[src/rtl/cdb_arbiter.sv]
// Common-data-bus arbiter: three per-source result FIFOs and a round-robin scheduler driving two broadcast buses.
// Optional same-cycle bypass of empty FIFOs is enabled by defining CDB_BYPASS_EN.
module cdb_arbiter #(
    parameter int ROB_WIDTH  = 4,
    parameter int FIFO_WIDTH = 1
) (
    input  logic                 clk_in,
    input  logic                 rst_in,
    input  logic                 rdy_in,
    input  logic                 clear_signal,

    input  logic                 done_alu_1,
    input  logic [31:0]          value_alu_1,
    input  logic [ROB_WIDTH-1:0] tag_alu_1,
    input  logic                 done_alu_2,
    input  logic [31:0]          value_alu_2,
    input  logic [ROB_WIDTH-1:0] tag_alu_2,
    input  logic                 done_lsb,
    input  logic [31:0]          value_lsb,
    input  logic [ROB_WIDTH-1:0] tag_lsb,

    output logic                 full_alu_1,
    output logic                 full_alu_2,
    output logic                 full_lsb,

    output logic                 cdb_valid_1,
    output logic [31:0]          cdb_value_1,
    output logic [ROB_WIDTH-1:0] cdb_tag_1,
    output logic                 cdb_valid_2,
    output logic [31:0]          cdb_value_2,
    output logic [ROB_WIDTH-1:0] cdb_tag_2,

    output logic                 overflow
);

    localparam int DEPTH = 1 << FIFO_WIDTH;
    localparam int NSRC  = 3;

    typedef logic [FIFO_WIDTH-1:0] ptr_t;
    typedef logic [FIFO_WIDTH:0]   cnt_t;

    typedef struct packed {
        logic [31:0]          value;
        logic [ROB_WIDTH-1:0] tag;
    } entry_t;

    localparam cnt_t CNT_FULL = cnt_t'(DEPTH);
    localparam cnt_t CNT_ONE  = cnt_t'(1);
    localparam ptr_t PTR_ONE  = ptr_t'(1);

    // Circular add modulo the number of sources (0..2).
    function automatic logic [1:0] wrap_add(input logic [1:0] base, input logic [1:0] off);
        logic [2:0] sum;
        sum = {1'b0, base} + {1'b0, off};
        return (sum >= 3'd3) ? 2'(sum - 3'd3) : sum[1:0];
    endfunction

    logic [NSRC-1:0] done_w;
    entry_t          in_w [NSRC];

    assign done_w  = {done_lsb, done_alu_2, done_alu_1};
    assign in_w[0] = {value_alu_1, tag_alu_1};
    assign in_w[1] = {value_alu_2, tag_alu_2};
    assign in_w[2] = {value_lsb,   tag_lsb};

    entry_t     mem_q   [NSRC][DEPTH];
    ptr_t       head_q  [NSRC];
    ptr_t       tail_q  [NSRC];
    cnt_t       count_q [NSRC];
    logic [1:0] rr_q;
    logic [1:0] rr_d;
    logic       overflow_q;

    logic            active_w;
    logic [NSRC-1:0] full_w;
    logic [NSRC-1:0] nonempty_w;
    logic [NSRC-1:0] elig_w;
    logic [NSRC-1:0] granted_w;
    logic [NSRC-1:0] push_w;
    logic [NSRC-1:0] pop_w;
    entry_t          head_w [NSRC];

    logic       g1_vld;
    logic [1:0] g1_src;
    logic       g2_vld;
    logic [1:0] g2_src;
    logic [1:0] scan_src;
    entry_t     bus1_w;
    entry_t     bus2_w;

    // Buses only broadcast while the pipeline runs and no flush is in progress.
    assign active_w = rdy_in & ~clear_signal;

    always_comb begin
        for (int s = 0; s < NSRC; s++) begin
            full_w[s]     = (count_q[s] == CNT_FULL);
            nonempty_w[s] = (count_q[s] != '0);
`ifdef CDB_BYPASS_EN
            elig_w[s] = nonempty_w[s] | done_w[s];
            head_w[s] = nonempty_w[s] ? mem_q[s][head_q[s]] : in_w[s];
`else
            elig_w[s] = nonempty_w[s];
            head_w[s] = mem_q[s][head_q[s]];
`endif
        end
    end

    // NOTE: every signal gets a default before the scan so no path leaves it unassigned (no latch).
    always_comb begin
        g1_vld   = 1'b0;
        g1_src   = 2'd0;
        g2_vld   = 1'b0;
        g2_src   = 2'd0;
        scan_src = 2'd0;
        for (int k = 0; k < NSRC; k++) begin
            scan_src = wrap_add(rr_q, 2'(k));
            if (elig_w[scan_src]) begin
                if (!g1_vld) begin
                    g1_vld = 1'b1;
                    g1_src = scan_src;
                end else if (!g2_vld) begin
                    g2_vld = 1'b1;
                    g2_src = scan_src;
                end
            end
        end
    end

    always_comb begin
        for (int s = 0; s < NSRC; s++) begin
            granted_w[s] = (g1_vld && (g1_src == 2'(s))) || (g2_vld && (g2_src == 2'(s)));
            pop_w[s]     = active_w & granted_w[s] & nonempty_w[s];
`ifdef CDB_BYPASS_EN
            // A bypassed result was broadcast straight from the inputs and must not also be queued.
            push_w[s] = active_w & done_w[s] & ~full_w[s] & ~(granted_w[s] & ~nonempty_w[s]);
`else
            push_w[s] = active_w & done_w[s] & ~full_w[s];
`endif
        end
    end

    always_comb begin
        rr_d = rr_q;
        if (active_w && g1_vld) begin
            rr_d = wrap_add(g2_vld ? g2_src : g1_src, 2'd1);
        end
    end

    always_comb begin
        bus1_w = head_w[g1_src];
        bus2_w = head_w[g2_src];
    end

    assign cdb_valid_1 = active_w & g1_vld;
    assign cdb_valid_2 = active_w & g2_vld;
    assign cdb_value_1 = cdb_valid_1 ? bus1_w.value : '0;
    assign cdb_tag_1   = cdb_valid_1 ? bus1_w.tag   : '0;
    assign cdb_value_2 = cdb_valid_2 ? bus2_w.value : '0;
    assign cdb_tag_2   = cdb_valid_2 ? bus2_w.tag   : '0;

    assign full_alu_1 = full_w[0];
    assign full_alu_2 = full_w[1];
    assign full_lsb   = full_w[2];
    assign overflow   = overflow_q;

    // NOTE: non-blocking assignments so every register samples pre-edge values regardless of statement order.
    always_ff @(posedge clk_in) begin
        if (rst_in) begin
            for (int s = 0; s < NSRC; s++) begin
                head_q[s]  <= '0;
                tail_q[s]  <= '0;
                count_q[s] <= '0;
            end
            rr_q       <= 2'd0;
            overflow_q <= 1'b0;
        end else begin
            if (|(done_w & full_w)) begin
                overflow_q <= 1'b1;
            end
            if (rdy_in && clear_signal) begin
                for (int s = 0; s < NSRC; s++) begin
                    head_q[s]  <= '0;
                    tail_q[s]  <= '0;
                    count_q[s] <= '0;
                end
                rr_q <= 2'd0;
            end else begin
                rr_q <= rr_d;
                for (int s = 0; s < NSRC; s++) begin
                    if (push_w[s]) begin
                        tail_q[s] <= tail_q[s] + PTR_ONE;
                    end
                    if (pop_w[s]) begin
                        head_q[s] <= head_q[s] + PTR_ONE;
                    end
                    unique case ({push_w[s], pop_w[s]})
                        2'b10:   count_q[s] <= count_q[s] + CNT_ONE;
                        2'b01:   count_q[s] <= count_q[s] - CNT_ONE;
                        default: count_q[s] <= count_q[s];
                    endcase
                end
            end
        end
    end

    // NOTE: entry storage has no reset; the counts alone define which slots hold live data.
    always_ff @(posedge clk_in) begin
        for (int s = 0; s < NSRC; s++) begin
            if (push_w[s]) begin
                mem_q[s][tail_q[s]] <= in_w[s];
            end
        end
    end

endmodule

[config.mk]
export PLATFORM = sky130hd
export DESIGN_NAME = cdb_arbiter
export DESIGN_NICKNAME = d
export VERILOG_FILES = /design/src/rtl/cdb_arbiter.sv
export SDC_FILE = /design/constraint.sdc
export NUM_CORES = 1
export LEC_CHECK = 0
export ABC_AREA = 1
export ABC_CLOCK_PERIOD_IN_PS = 4140
export BUFFER_PORTS_ARGS = -buffer_cell sky130_fd_sc_hd__buf_4
export CAP_MARGIN = 20
export CORE_ASPECT_RATIO = 1.25
export CORE_UTILIZATION = 46
export DETAILED_ROUTE_END_ITERATION = 8
export PLACE_DENSITY_LB_ADDON = 0.15
export SYNTH_ARGS = -nofsm -noshare
export SYNTH_HDL_FRONTEND = slang
export SYNTH_SLANG_ARGS = --single-unit
[constraint.sdc]
create_clock -name clk_in -period 4.14 [get_ports clk_in]
set_input_delay 0.621 -clock clk_in [delete_from_list [all_inputs] [get_ports clk_in]]
set_output_delay 0.621 -clock clk_in [all_outputs]
set_load 0.02 [all_outputs]
==> results.md <==
- Status: completed
- Post-synth cell types: 32
- GRT overflow: 0
- Initial Util: 47.0%
- Clock-pin slew on the worst setup and hold paths: 70 ps
- GPL Wtd Cong: 0.894
- Die H: 174 um
- Pre-antenna DRT Iters: 5
- DR DRC count: 0
- Dominant synthesized flop cell: edfxtp_1
- Layout cells sized above 1: 25.6%
- Crit path kind: flip-flop to primary output
- Clock buffer depth: 3
- Root buf cell: clkbuf_16
- Num CTS Buffers: 24
- Post-synth ARST share: 0%
- Initial drt markers: 546
- Worst Hold End: mem_q[0][162]
- Reg-to-reg endpoint: count_q[1][1]
- First-pass GRT wire length: 45,400 um
- FF-to-FF path depth: 14
- Unrepaired setup endpoints after global routing: false
- Final min period: 3890 ps
- I/O pins: 193
- Arrival time at the worst endpoint: 3270 ps
- CTS HTree Levels: 1
- Die width: 140 um
- Synth top area share: 63.0%
- Antenna Violating Nets Remaining: 0
- Critical path origin: count_q[2][0]
- Tcrit/Tclk final: 94.1%
- Largest cells by area after synthesis: edfxtp_1 63%, nand2_1 12%, mux2i_1 6.6%, a21oi_1 3.5%, a211oi_2 2.6%
- Sequential element share of the synthesized area: 63.5%
- Syn_nets: 1,097
- Largest net degree at the start of global routing: 40
- Worst R2R Setup Slack: 930 ps
- DP Cell Count: 1,419
- Commonest cells post-synth: 342 x nand2_1, 228 x edfxtp_1, 77 x a21oi_1
- Max_cap viols: 0
- Post-DR vias/cell: 5.43
- Count leader, synth: nand2_1
- Core box area: 23,100 um^2
- Origin of the critical flop-to-flop path: rr_q[0]
- Via count: 7,936
- Power Dens Cells: 537 nW/um^2
- Post-CTS Hold Buffers: 0
- Total global-route track usage: 25.3%
- Vias in the first global route: 7,674
- Min-Delay Path Depth: 1
- WL per Instance: 20.8 um
- Peak supply drop: 398 uV
- Synthesized cell area: 10,900 um^2
- CTS tree: done
- Worst skew pair latency: 520 ps
- Final #Nets: 1,282
- Crit. End Element: primary output
- Crit-path max FO: 36
- Final hold viol count: 0
- Crit path launch type: flip-flop
- Required time of the worst setup path: 3520 ps
- Diode count: 0
- Slew Limit Headroom: 36.7%
- Cells after Synth: 972
- F_max: 257 MHz
- Non-filler instance count after layout: 1,461
- Layout area overhead: 22.3%
- Final setup fails: 0
- Yosys reg bits: 231
- Port-buffer cells: 192
- Initial antenna violation count: 0
- P_leak: 5.35 nW
- Setup_tns: 0 ps
- Setup Skew: 20.1 ps
- DPL Wire Length: 21,200 um
- Worst-Margin Slew: 948 ps
- Die area: 24,300 um^2
- Min-delay src: value_lsb[14]
- Synth Area per Inst: 11.2 um^2
- Row cnt: 62
- Hold Crit Class: primary input to flip-flop
- Number of synthesized flops with an enable pin: 228
- Synth warnings: 0
- Area leader, netlist: edfxtp_1
- Wirelength, routed: 30,400 um
- Sinks on Clock Net: 231
- Final slew viol count: 0
registers in the layout (all words and copies together), names as in the netlist:
signal	count
count_q	6
head_q	3
mem_q	216
overflow	1
rr_q	2
tail_q	3
layout by cell type (no fill, tap or decap):
master and n:
inv_4 1, nor3_2 2, inv_1 34, clkbuf_1 4, clkinv_1 7, nand3_2 3, dfxtp_1 3, ha_1 10
a21oi_2 1, clkinv_2 5, o21ai_0 13, buf_12 1, bufinv_16 1, a21oi_1 77, clkinvlp_4 2, nand2_1 342
mux2i_1 72, clkbuf_16 25, nor3_1 4, nand2_4 2, nand2_2 4, nor2_2 1, a21boi_1 1, o21ai_4 1
buf_4 209, o21a_1 1, nor2_1 12, inv_2 10, edfxtp_1 228, nand3_1 50, nor2_4 9, a211oi_2 23
a211oi_1 13, nand4_1 2
layer usage:
layer  GRT usage [%]  vias up  routed length, um
met5               0        -                  0
met4            12.8        0               1550
met3            3.83       68               2110
met2            44.5      361              15400
met1            30.0     3741              11300
li1                -     3766                  -
worst max path at each step:
stage / end / slack [ps] / depth (start not counted)
final: cdb_value_1[27] / 250 / 12
after global routing: cdb_value_1[0] / 30 / 12
after CTS: cdb_value_1[7] / 210 / 12
after detailed placement: cdb_value_1[7] / 780 / 12
after global placement: cdb_value_1[0] / 780 / 12
after floorplan: mem_q[0][144] / 780 / 6
report_power, final:
group / leakage, nW / switching, mW / internal [mW] / total, mW
combinational: 2.89 / 1.69 / 0.759 / 2.44
clock: 0.352 / 0.855 / 1.16 / 2.01
sequential: 2.11 / 0.0267 / 2.66 / 2.69
cells by family (layout without fill, tap and decap cells):
| logic type | count (synthesis) | in the layout | share of synthesized area [%] |
|---|---|---|---|
| AO/OA/AOI/OAI | 130 | 130 | 8.06 |
| adder cells (fa/ha/maj) | 10 | 10 | 1.15 |
| buffers and inverters | 98 | 299 | 4.40 |
| flip-flops | 231 | 231 | 63.5 |
| multiplexers | 72 | 72 | 6.63 |
| AND/OR/NAND/NOR | 431 | 431 | 16.2 |
timing repair:
item | 4_1_cts | 5_1_grt
resized for setup | 0 | 2
endpoints found under the setup margin | 0 | 12
buffers inserted | 0 | 0
stage by stage:
step | setup WS, ps | instance area (um^2) | total power, mW | hold slack (ps) | util, %
final | 245 | 13300 | 7.14 | 284 | 57.5
after global routing | 33.0 | 13300 | 7.47 | 269 | 57.5
after CTS | 210 | 13300 | 7.17 | 269 | 57.5
after detailed placement | 782 | 12600 | 5.16 | 472 | 54.4
after global placement | 781 | 12600 | 5.15 | 464 | 54.4
after floorplan | 779 | 10900 | 4.41 | 451 | -
final cells by class:
| class | instances | area (um^2) |
|---|---|---|
| clock inverters | 13 | 87.6 |
| clock buffers | 29 | 641 |
| fillers | 1986 | 9810 |
| inverters | 47 | 180 |
| repair buffers | 210 | 1590 |
| flip-flops and latches | 231 | 6910 |
| multi-input cells | 643 | 3540 |
| well taps | 288 | 360 |
critical path, cell delays in order (launching register included):
cell and delay [ps]:
edfxtp_1 400, inv_1 100, ha_1 300, nor2_1 80
nand2_1 100, nand2_1 140, nand3_1 180, nand2_1 80
nand2_2 100, nand2_1 70, inv_2 680, a211oi_1 250
buf_4 230
Power figures use the tool's default switching activity.
